--- src/rtl/prime_pkg.sv ---
// Shared widths, FSM state type and the prime constant table for the prime streamer.
package prime_pkg;

  localparam int unsigned IDX_W     = 6;
  localparam int unsigned DATA_W    = 8;
  localparam int unsigned MAX_IDX   = 53;
  localparam int unsigned N_ENTRIES = MAX_IDX + 1;

  typedef enum logic [1:0] {
    IDLE = 2'd0,
    RUN  = 2'd1,
    DONE = 2'd2
  } state_e;

  // The first 54 primes; entry 53 (251) is the largest prime that fits in DATA_W bits.
  localparam logic [DATA_W-1:0] PRIME_TABLE [N_ENTRIES] = '{
    8'd2,   8'd3,   8'd5,   8'd7,   8'd11,  8'd13,  8'd17,  8'd19,  8'd23,  8'd29,
    8'd31,  8'd37,  8'd41,  8'd43,  8'd47,  8'd53,  8'd59,  8'd61,  8'd67,  8'd71,
    8'd73,  8'd79,  8'd83,  8'd89,  8'd97,  8'd101, 8'd103, 8'd107, 8'd109, 8'd113,
    8'd127, 8'd131, 8'd137, 8'd139, 8'd149, 8'd151, 8'd157, 8'd163, 8'd167, 8'd173,
    8'd179, 8'd181, 8'd191, 8'd193, 8'd197, 8'd199, 8'd211, 8'd223, 8'd227, 8'd229,
    8'd233, 8'd239, 8'd241, 8'd251
  };

endpackage

--- src/rtl/prime_rom.sv ---
// Combinational prime lookup: index to prime, zero for indices past the end of the table.
module prime_rom
  import prime_pkg::*;
(
  input  logic [IDX_W-1:0]  idx_i,
  output logic [DATA_W-1:0] prime_c_o
);

  // Guarded table read; out-of-range addresses return 0.
  always_comb begin
    prime_c_o = '0;
    if (idx_i <= IDX_W'(MAX_IDX)) begin
      prime_c_o = PRIME_TABLE[idx_i];
    end
  end

endmodule

--- src/rtl/prime_stream_ctrl.sv ---
// Walks the prime table from a programmed index for a programmed count, streaming
// each prime over valid/ready, pulsing done at the end and flagging table overruns.
module prime_stream_ctrl
  import prime_pkg::*;
(
  input  logic              clk,
  input  logic              rst_n,
  input  logic              start_i,
  input  logic [IDX_W-1:0]  first_idx_i,
  input  logic [IDX_W-1:0]  count_i,
  input  logic              abort_i,
  output logic [DATA_W-1:0] data_o,
  output logic              valid_o,
  input  logic              ready_i,
  output logic              busy_o,
  output logic              done_o,
  output logic              err_o
);

  state_e              state_q, state_d;
  logic [IDX_W-1:0]    idx_q, idx_d;
  logic [IDX_W-1:0]    rem_q, rem_d;
  logic [DATA_W-1:0]   data_q, data_d;
  logic                valid_q, valid_d;
  logic                busy_q, busy_d;
  logic                done_q, done_d;
  logic                err_q, err_d;

  logic [IDX_W-1:0]    rom_addr_c;
  logic [DATA_W-1:0]   rom_data_c;
  logic                hs_c;

  // ROM address: the requested first index while idle, the walking index while streaming.
  assign rom_addr_c = (state_q == IDLE) ? first_idx_i : idx_q;
  assign hs_c       = valid_q && ready_i;

  prime_rom u_rom (
    .idx_i     (rom_addr_c),
    .prime_c_o (rom_data_c)
  );

  // Next-state and datapath updates; abort outranks a same-cycle handshake.
  always_comb begin
    state_d = state_q;
    idx_d   = idx_q;
    rem_d   = rem_q;
    data_d  = data_q;
    valid_d = valid_q;
    err_d   = err_q;

    case (state_q)
      IDLE: begin
        if (start_i) begin
          err_d = 1'b0;
          if (count_i == '0) begin
            state_d = DONE;
          end else if (first_idx_i > IDX_W'(MAX_IDX)) begin
            err_d   = 1'b1;
            state_d = DONE;
          end else begin
            data_d  = rom_data_c;
            valid_d = 1'b1;
            idx_d   = first_idx_i + IDX_W'(1);
            rem_d   = count_i - IDX_W'(1);
            state_d = RUN;
          end
        end
      end
      RUN: begin
        if (abort_i) begin
          valid_d = 1'b0;
          state_d = DONE;
        end else if (hs_c) begin
          if (rem_q == '0) begin
            valid_d = 1'b0;
            state_d = DONE;
          end else if (idx_q > IDX_W'(MAX_IDX)) begin
            valid_d = 1'b0;
            err_d   = 1'b1;
            state_d = DONE;
          end else begin
            data_d = rom_data_c;
            idx_d  = idx_q + IDX_W'(1);
            rem_d  = rem_q - IDX_W'(1);
          end
        end
      end
      DONE: begin
        state_d = IDLE;
      end
      default: begin
        state_d = IDLE;
      end
    endcase

    done_d = (state_d == DONE);
    busy_d = (state_d != IDLE);
  end

  // State and output registers with asynchronous clear.
  always_ff @(posedge clk or negedge rst_n) begin
    if (!rst_n) begin
      state_q <= IDLE;
      idx_q   <= '0;
      rem_q   <= '0;
      data_q  <= '0;
      valid_q <= 1'b0;
      busy_q  <= 1'b0;
      done_q  <= 1'b0;
      err_q   <= 1'b0;
    end else begin
      state_q <= state_d;
      idx_q   <= idx_d;
      rem_q   <= rem_d;
      data_q  <= data_d;
      valid_q <= valid_d;
      busy_q  <= busy_d;
      done_q  <= done_d;
      err_q   <= err_d;
    end
  end

  assign data_o  = data_q;
  assign valid_o = valid_q;
  assign busy_o  = busy_q;
  assign done_o  = done_q;
  assign err_o   = err_q;

endmodule

--- config.mk ---
export PLATFORM = sky130hd
export DESIGN_NAME = prime_stream_ctrl
export DESIGN_NICKNAME = d
export VERILOG_FILES = /design/src/rtl/prime_pkg.sv /design/src/rtl/prime_rom.sv /design/src/rtl/prime_stream_ctrl.sv
export SDC_FILE = /design/constraint.sdc
export NUM_CORES = 1
export LEC_CHECK = 0
export CAP_MARGIN = 10
export CORE_UTILIZATION = 60
export DETAILED_ROUTE_END_ITERATION = 8
export PLACE_DENSITY_LB_ADDON = 0.08
export SETUP_SLACK_MARGIN = 0.4
export SLEW_MARGIN = 20
export SYNTH_ARGS = -nofsm -noshare
export SYNTH_HDL_FRONTEND = slang
export SYNTH_SLANG_ARGS = --single-unit
--- constraint.sdc ---
create_clock -name clk -period 7.9 [get_ports clk]
set_input_delay 0.79 -clock clk [delete_from_list [all_inputs] [get_ports clk]]
set_output_delay 0.79 -clock clk [all_outputs]
set_load 0.005 [all_outputs]
# Yosys cells after proc, flatten, opt, wreduce, memory -nomap -nowiden
# Memories as Yosys holds them, arrays and structs flattened.
# Index checks and enable logic that the tools add are counted.
[op_classes]
n_addsub = 4
n_lt_le_gt_ge = 4
n_eq_ne = 12
muxes = 52
bitwise = 1
n_reduce_logical = 9
[op_table]
columns = ["op", "n"]
rows = [
  ["6-bit two-way mux", 15],
  ["8-bit two-way mux", 10],
  ["6-bit case mux with 2 select lines", 2],
  ["2-bit != test, second input constant", 8],
  ["8-bit case mux with 2 select lines", 1],
  ["1-bit two-way mux", 14],
  ["2-bit two-way mux", 7],
  ["6-bit by 1-bit adder with 6-bit output, second input constant", 2],
  ["6-bit greater-than comparator, second input constant", 2],
  ["6-bit zero test", 2],
  ["6-bit AND reduction", 2],
  ["6-bit by 1-bit subtractor with 6-bit output, second input constant", 2],
  ["8-bit AND reduction", 1],
  ["7-bit greater-or-equal comparator, second input constant", 1],
  ["6-bit inverter with 7-bit output", 1],
  ["6-bit less-or-equal comparator, second input constant", 1],
  ["4-bit != test, second input constant", 1],
  ["1-bit case mux with 2 select lines", 2],
  ["2-bit case mux with 2 select lines", 1],
  ["2-bit nonzero test", 2],
  ["3-bit != test, second input constant", 1],
  ["2-bit by 1-bit == test with 1-bit output, second input constant", 1],
  ["2-bit == test, second input constant", 1],
  ["2-bit zero test", 1],
  ["1-bit logical AND", 1],
]
[totals]
regBits = 26
romBits = 512
in_bits = 17
out_inout_bits = 12
elab_cells = 91
n_memories = 1
[mem_list]
columns = ["name", "words", "word_bits", "rd", "rd_ports_with_merged_regs", "wr", "line", "text"]
rows = [
  ["(no name shown)", 64, 8, 1, 0, 0, "prime_rom.sv:13", "prime_c_o = PRIME_TABLE[idx_i];"],
]

# Longest topological paths before layout
[depth]
ltp_word = 12
mapped_depth = 10
ltp_nobuf = 9

# Cells and area by module
# Synthesis repeated with hierarchy kept, for this count alone.
[hier_totals]
cells_unflattened = 301
hier_area_um2 = 2393.5
[by_module_without_submodules]
columns = ["mod", "n_inst", "cells_per_inst", "area_per_inst_um2", "seq_area_each_um2"]
rows = [
  ["prime_stream_ctrl", 1, 196, 1655.3, 650.6],
  ["prime_rom", 1, 105, 738.2, 0.0],
]

# Worst setup path before layout
# OpenSTA, ideal clock, no wires.
[synth_timing]
kind = "input-to-reg"
start = "input port first_idx_i[0]"
end = "register data_q[1], in the netlist data_o[1]"
setup_time_ns = 0.095
arrival_ns = 2.669
required_ns = 7.805
slack_ns = 5.135
stages = 9
path_buffers = 1
path_cell_list = "clkbuf_1 > mux2i_1 > inv_1 > ha_1 > or3b_1 > o22ai_1 > a2111o_1 > a21oi_1 > o31ai_1"
[synth_via]
elab_chain_len = 11
elab_cells_between_ends = 18
classes_between = "order compare: 2; eq/ne: 1; mux: 12; bitwise: 1; reduce/logical: 1; memory: 1"
[synth_lines]
columns = ["item", "line", "text"]
rows = [
  ["from (decl)", "prime_stream_ctrl.sv:9", "input logic [IDX_W-1:0] first_idx_i,"],
  ["6-bit two-way mux", "prime_stream_ctrl.sv:34", "assign rom_addr_c = (state_q == IDLE) ? first_idx_i : idx_q;"],
  ["6-bit inverter with 7-bit output (implied by the code)", "prime_rom.sv:13", ""],
  ["memory read 64 x 8 bit", "n/a", ""],
  ["8-bit two-way mux (implied by the code) (2 in a row)", "prime_rom.sv:13", ""],
  ["8-bit two-way mux", "prime_rom.sv:12", "if (idx_i <= IDX_W'(MAX_IDX)) begin"],
  ["8-bit two-way mux", "prime_stream_ctrl.sv:77", "end else if (idx_q > IDX_W'(MAX_IDX)) begin"],
  ["8-bit two-way mux", "prime_stream_ctrl.sv:74", "if (rem_q == '0) begin"],
  ["8-bit two-way mux", "prime_stream_ctrl.sv:73", "end else if (hs_c) begin"],
  ["8-bit two-way mux", "prime_stream_ctrl.sv:70", "if (abort_i) begin"],
  ["8-bit case mux with 2 select lines", "prime_stream_ctrl.sv:51", "case (state_q)"],
  ["to (signal assigned)", "prime_stream_ctrl.sv:115", "data_q <= data_d;"],
  ["to (decl)", "prime_stream_ctrl.sv:23", "logic [DATA_W-1:0] data_q, data_d;"],
]
# Parallel ways exist; a longest one is shown, timed or not. The select of a mux whose other input is x is not followed.
# A chain may end at the register's enable or synchronous reset.

# Final worst setup path
[layout_timing]
start = "register state_q[0]"
end = "register data_q[1], in the netlist data_o[1]"
[layout_via]
elab_chain_len = 12
elab_cells_between_ends = 26
classes_between = "order compare: 1; eq/ne: 8; mux: 12; bitwise: 1; reduce/logical: 3; memory: 1"
[layout_lines]
columns = ["item", "line", "text"]
rows = [
  ["from (decl)", "prime_stream_ctrl.sv:20", "state_e state_q, state_d;"],
  ["from (signal assigned)", "prime_stream_ctrl.sv:112", "state_q <= state_d;"],
  ["2-bit zero test", "prime_stream_ctrl.sv:34, prime_stream_ctrl.sv:51", ""],
  ["6-bit two-way mux", "prime_stream_ctrl.sv:34", ""],
  ["6-bit inverter with 7-bit output (implied by the code)", "prime_rom.sv:13", ""],
  ["memory read 64 x 8 bit", "n/a", ""],
  ["8-bit two-way mux (implied by the code) (2 in a row)", "prime_rom.sv:13", ""],
  ["8-bit two-way mux", "prime_rom.sv:12", ""],
  ["8-bit two-way mux", "prime_stream_ctrl.sv:77", ""],
  ["8-bit two-way mux", "prime_stream_ctrl.sv:74", ""],
  ["8-bit two-way mux", "prime_stream_ctrl.sv:73", ""],
  ["8-bit two-way mux", "prime_stream_ctrl.sv:70", ""],
  ["8-bit case mux with 2 select lines", "prime_stream_ctrl.sv:51", ""],
]
# Parallel ways exist; a longest one is shown, timed or not. The select of a mux whose other input is x is not followed.

==> flow_metrics.env <==
export IMPL_min_path_type="reg2reg"
export IMPL_clock_sinks=26
export IMPL_grt_antenna_before_repair=0
export IMPL_final_util_pct=68.4
export IMPL_yosys_cell_types_count=74
export IMPL_root_buffer="clkbuf_8"
export IMPL_finalCriticalPeriod_ns=3.39
export IMPL_die_h_um=69.2
export IMPL_track_usage_pct=31.4
export IMPL_status="finished, violations left"
export IMPL_ys_top_cells_by_area="dfrtp_1 (24%), ha_1 (6.9%), nand2_1 (5.5%)"
export IMPL_rows=24
export IMPL_cp_end_kind="flip-flop"
export IMPL_synth_largest_area_cell="dfrtp_1"
export IMPL_area_growth_pct=9.93
export IMPL_critical_path_arrival_ns=3.59
export IMPL_muxShareOfSynthArea_pct=5.68
export IMPL_synth_most_common_cell="nand2_1"
export IMPL_tightest_slew_ns=0.989
export IMPL_dpl_cell_count=390
export IMPL_cts_tree="yes"
export IMPL_grt_pass1_wl_mm=12.2
export IMPL_clkSlewWorstSetupHoldPaths_ns=0.11
export IMPL_synth_top_area_share_pct=24.0
export IMPL_crit_required_ns=8.09
export IMPL_dpl_hpwl_mm=5.27
export IMPL_wl_per_cell_um=19.2
export IMPL_power_density_nw_per_um2=402
export IMPL_coreArea_um2=4350
export IMPL_ys_ff_latch=26
export IMPL_p_total_mw=1.20
export IMPL_io_pins=29
export IMPL_path_max_fanout=29
export IMPL_synth_ff_type="dfrtp_1"
export IMPL_initial_core_util_pct=62.2
export IMPL_cts_buffers=3
export IMPL_maxSlewViolCount=0
export IMPL_final_antenna_net_count=0
export IMPL_synthSimpleGateAreaFrac_pct=23.7
export IMPL_dr_total_vias=2777
export IMPL_final_hold_violation_count=0
export IMPL_setup_viol=0
export IMPL_synth_fa_ha_area_share_pct=6.93
export IMPL_synth_compound_area_share_pct=31.2
export IMPL_synth_seq_area_share_pct=24.0
export IMPL_io_buffers=28
export IMPL_drc=1
export IMPL_syn_area_um2=2710
export IMPL_max_clock_freq_ghz=0.295
export IMPL_clk_latency_ns=0.28
export IMPL_nNetsFinal=375
export IMPL_synth_net_count=368
export IMPL_die_width_um=69.2
export IMPL_drtIter0Drc=320
export IMPL_layout_worst_path_cycle_share_pct=43.0
export IMPL_stdcell_count=394
export IMPL_avgSynthCellArea_um2=8.07
export IMPL_gp_congestion=0.932
export IMPL_slew_headroom_pct=34.1
export IMPL_grt_pass1_vias=2466
export IMPL_synthArstFlopShare_pct=100
export IMPL_drt_pass1_iter_count=7
export IMPL_rsz0062_at_grt="false"
export IMPL_skew_ns=0.00275
export IMPL_holdBufCountCts=0
export IMPL_htreeDepth=1
export IMPL_cts_resized=0
export IMPL_synth_top_family_by_area="compound AO/OA/AOI/OAI gates"
export IMPL_yosys_top_cells_count="nand2_1 (40), dfrtp_1 (26), a21oi_1 (23)"
export IMPL_vdd_ir_drop_max_uv=226
export IMPL_gr_total_overflow=0
export IMPL_post_cts_setup_buffers=0
export IMPL_via_per_inst=7.05
export IMPL_n_antenna_cell=0
export IMPL_synth_xor_area_share_pct=1.29
export IMPL_synth_edf_count=0
export IMPL_worstSetupPathType="reg2reg"
export IMPL_wl_mm=7.58
export IMPL_layout_drive_gt1_share_pct=7.60
export IMPL_clk_path_buf_depth=2
export IMPL_fin_tns_setup_ns=0
export IMPL_violations="design-rule violations"
export IMPL_max_cap_violations=0
export IMPL_startpoint_type="flip-flop"
export IMPL_design_die_area_um2=4790
export IMPL_yosysWarnings=0
export IMPL_synth_cells=336
export IMPL_grt_max_degree=32
export IMPL_p_leak_nw=1.19
==> registers in the layout (all words and copies together) (netlist names) <==
register / count
busy_o: 1
data_o: 8
done_o: 1
err_o: 1
idx_q: 6
rem_q: 6
state_q: 2
valid_o: 1
==> worst max-delay path, stage by stage, from the launching register on <==
cell	delay, ns
dfrtp_1	0.75
nor2_4	0.41
mux2i_1	0.51
inv_1	0.18
ha_1	0.46
or3b_1	0.38
o22ai_1	0.16
a2111o_1	0.13
a21oi_1	0.06
o31ai_1	0.25
==> final cells by class <==
class	instances	area, um^2
Fill cell	386	1380
Tap cell	52	65.1
Sequential cell	26	651
Timing Repair Buffer	30	295
Clock inverter	1	30.0
Inverter	9	33.8
Multi-Input combinational cell	273	1860
Clock buffer	3	41.3
==> worst paths after layout <==
path	startpoint	to	slack, ns	cells after the start
max in group asynchronous	rst_n	data_o[3]	6.77	2
min in group asynchronous	rst_n	data_o[2]	0.86	2
max reg2reg	state_q[0]	data_o[1]	4.51	9
max	state_q[0]	data_o[1]	4.51	9
min	data_o[2]	data_o[2]	0.50	2
min reg2reg	data_o[2]	data_o[2]	0.50	2
==> metrics by stage <==
step	setup slack (ns)	cell area, um^2	hold WS [ns]
final	4.51	2980	0.500
after floorplan	5.14	2710	0.473
after CTS	4.58	2980	0.501
after global placement	4.54	2910	0.467
after global routing	4.33	2980	0.523
after detailed placement	4.43	2910	0.476
==> kinds of logic (layout without fill, tap and decap cells) <==
group,count (synthesis),in the layout
AO/OA/AOI/OAI,121,121
flip-flops,26,26
AND/OR/NAND/NOR,118,118
multiplexers,15,15
buffers and inverters,37,43
adder cells (fa/ha/maj),15,15
XOR/XNOR,4,4
==> cells in the final DEF, fill, tap and decap left out, types with 5 or more instances in the layout <==
cell type	netlist	routed
ha_1	15	15
nand2_1	40	40
o21ai_0	16	16
nor4_1	5	5
nor3_1	5	5
inv_1	8	8
mux2i_1	12	12
nand3_1	10	10
clkdlybuf4s50_1	0	28
a31oi_1	8	8
o31ai_1	9	9
and3_1	7	7
a21oi_1	23	23
nor2_1	18	18
o21ai_1	11	11
o211ai_1	9	9
dfrtp_1	26	26
==> metal layers <==
metal	vias to the layer above	track usage, %	routed length (um)
li1	1294	-	-
met1	1323	47.0	3550
met2	147	46.1	3240
met3	13	6.25	683
met4	0	8.16	104
met5	-	0	0
==> power breakdown <==
group          total (mW)  switching, mW  internal [mW]
Sequential          0.295          0.100          0.194
Combinational       0.785          0.466          0.319
Clock               0.119         0.0509         0.0680
Total                1.20          0.617          0.581
Power figures use the tool's default switching activity.
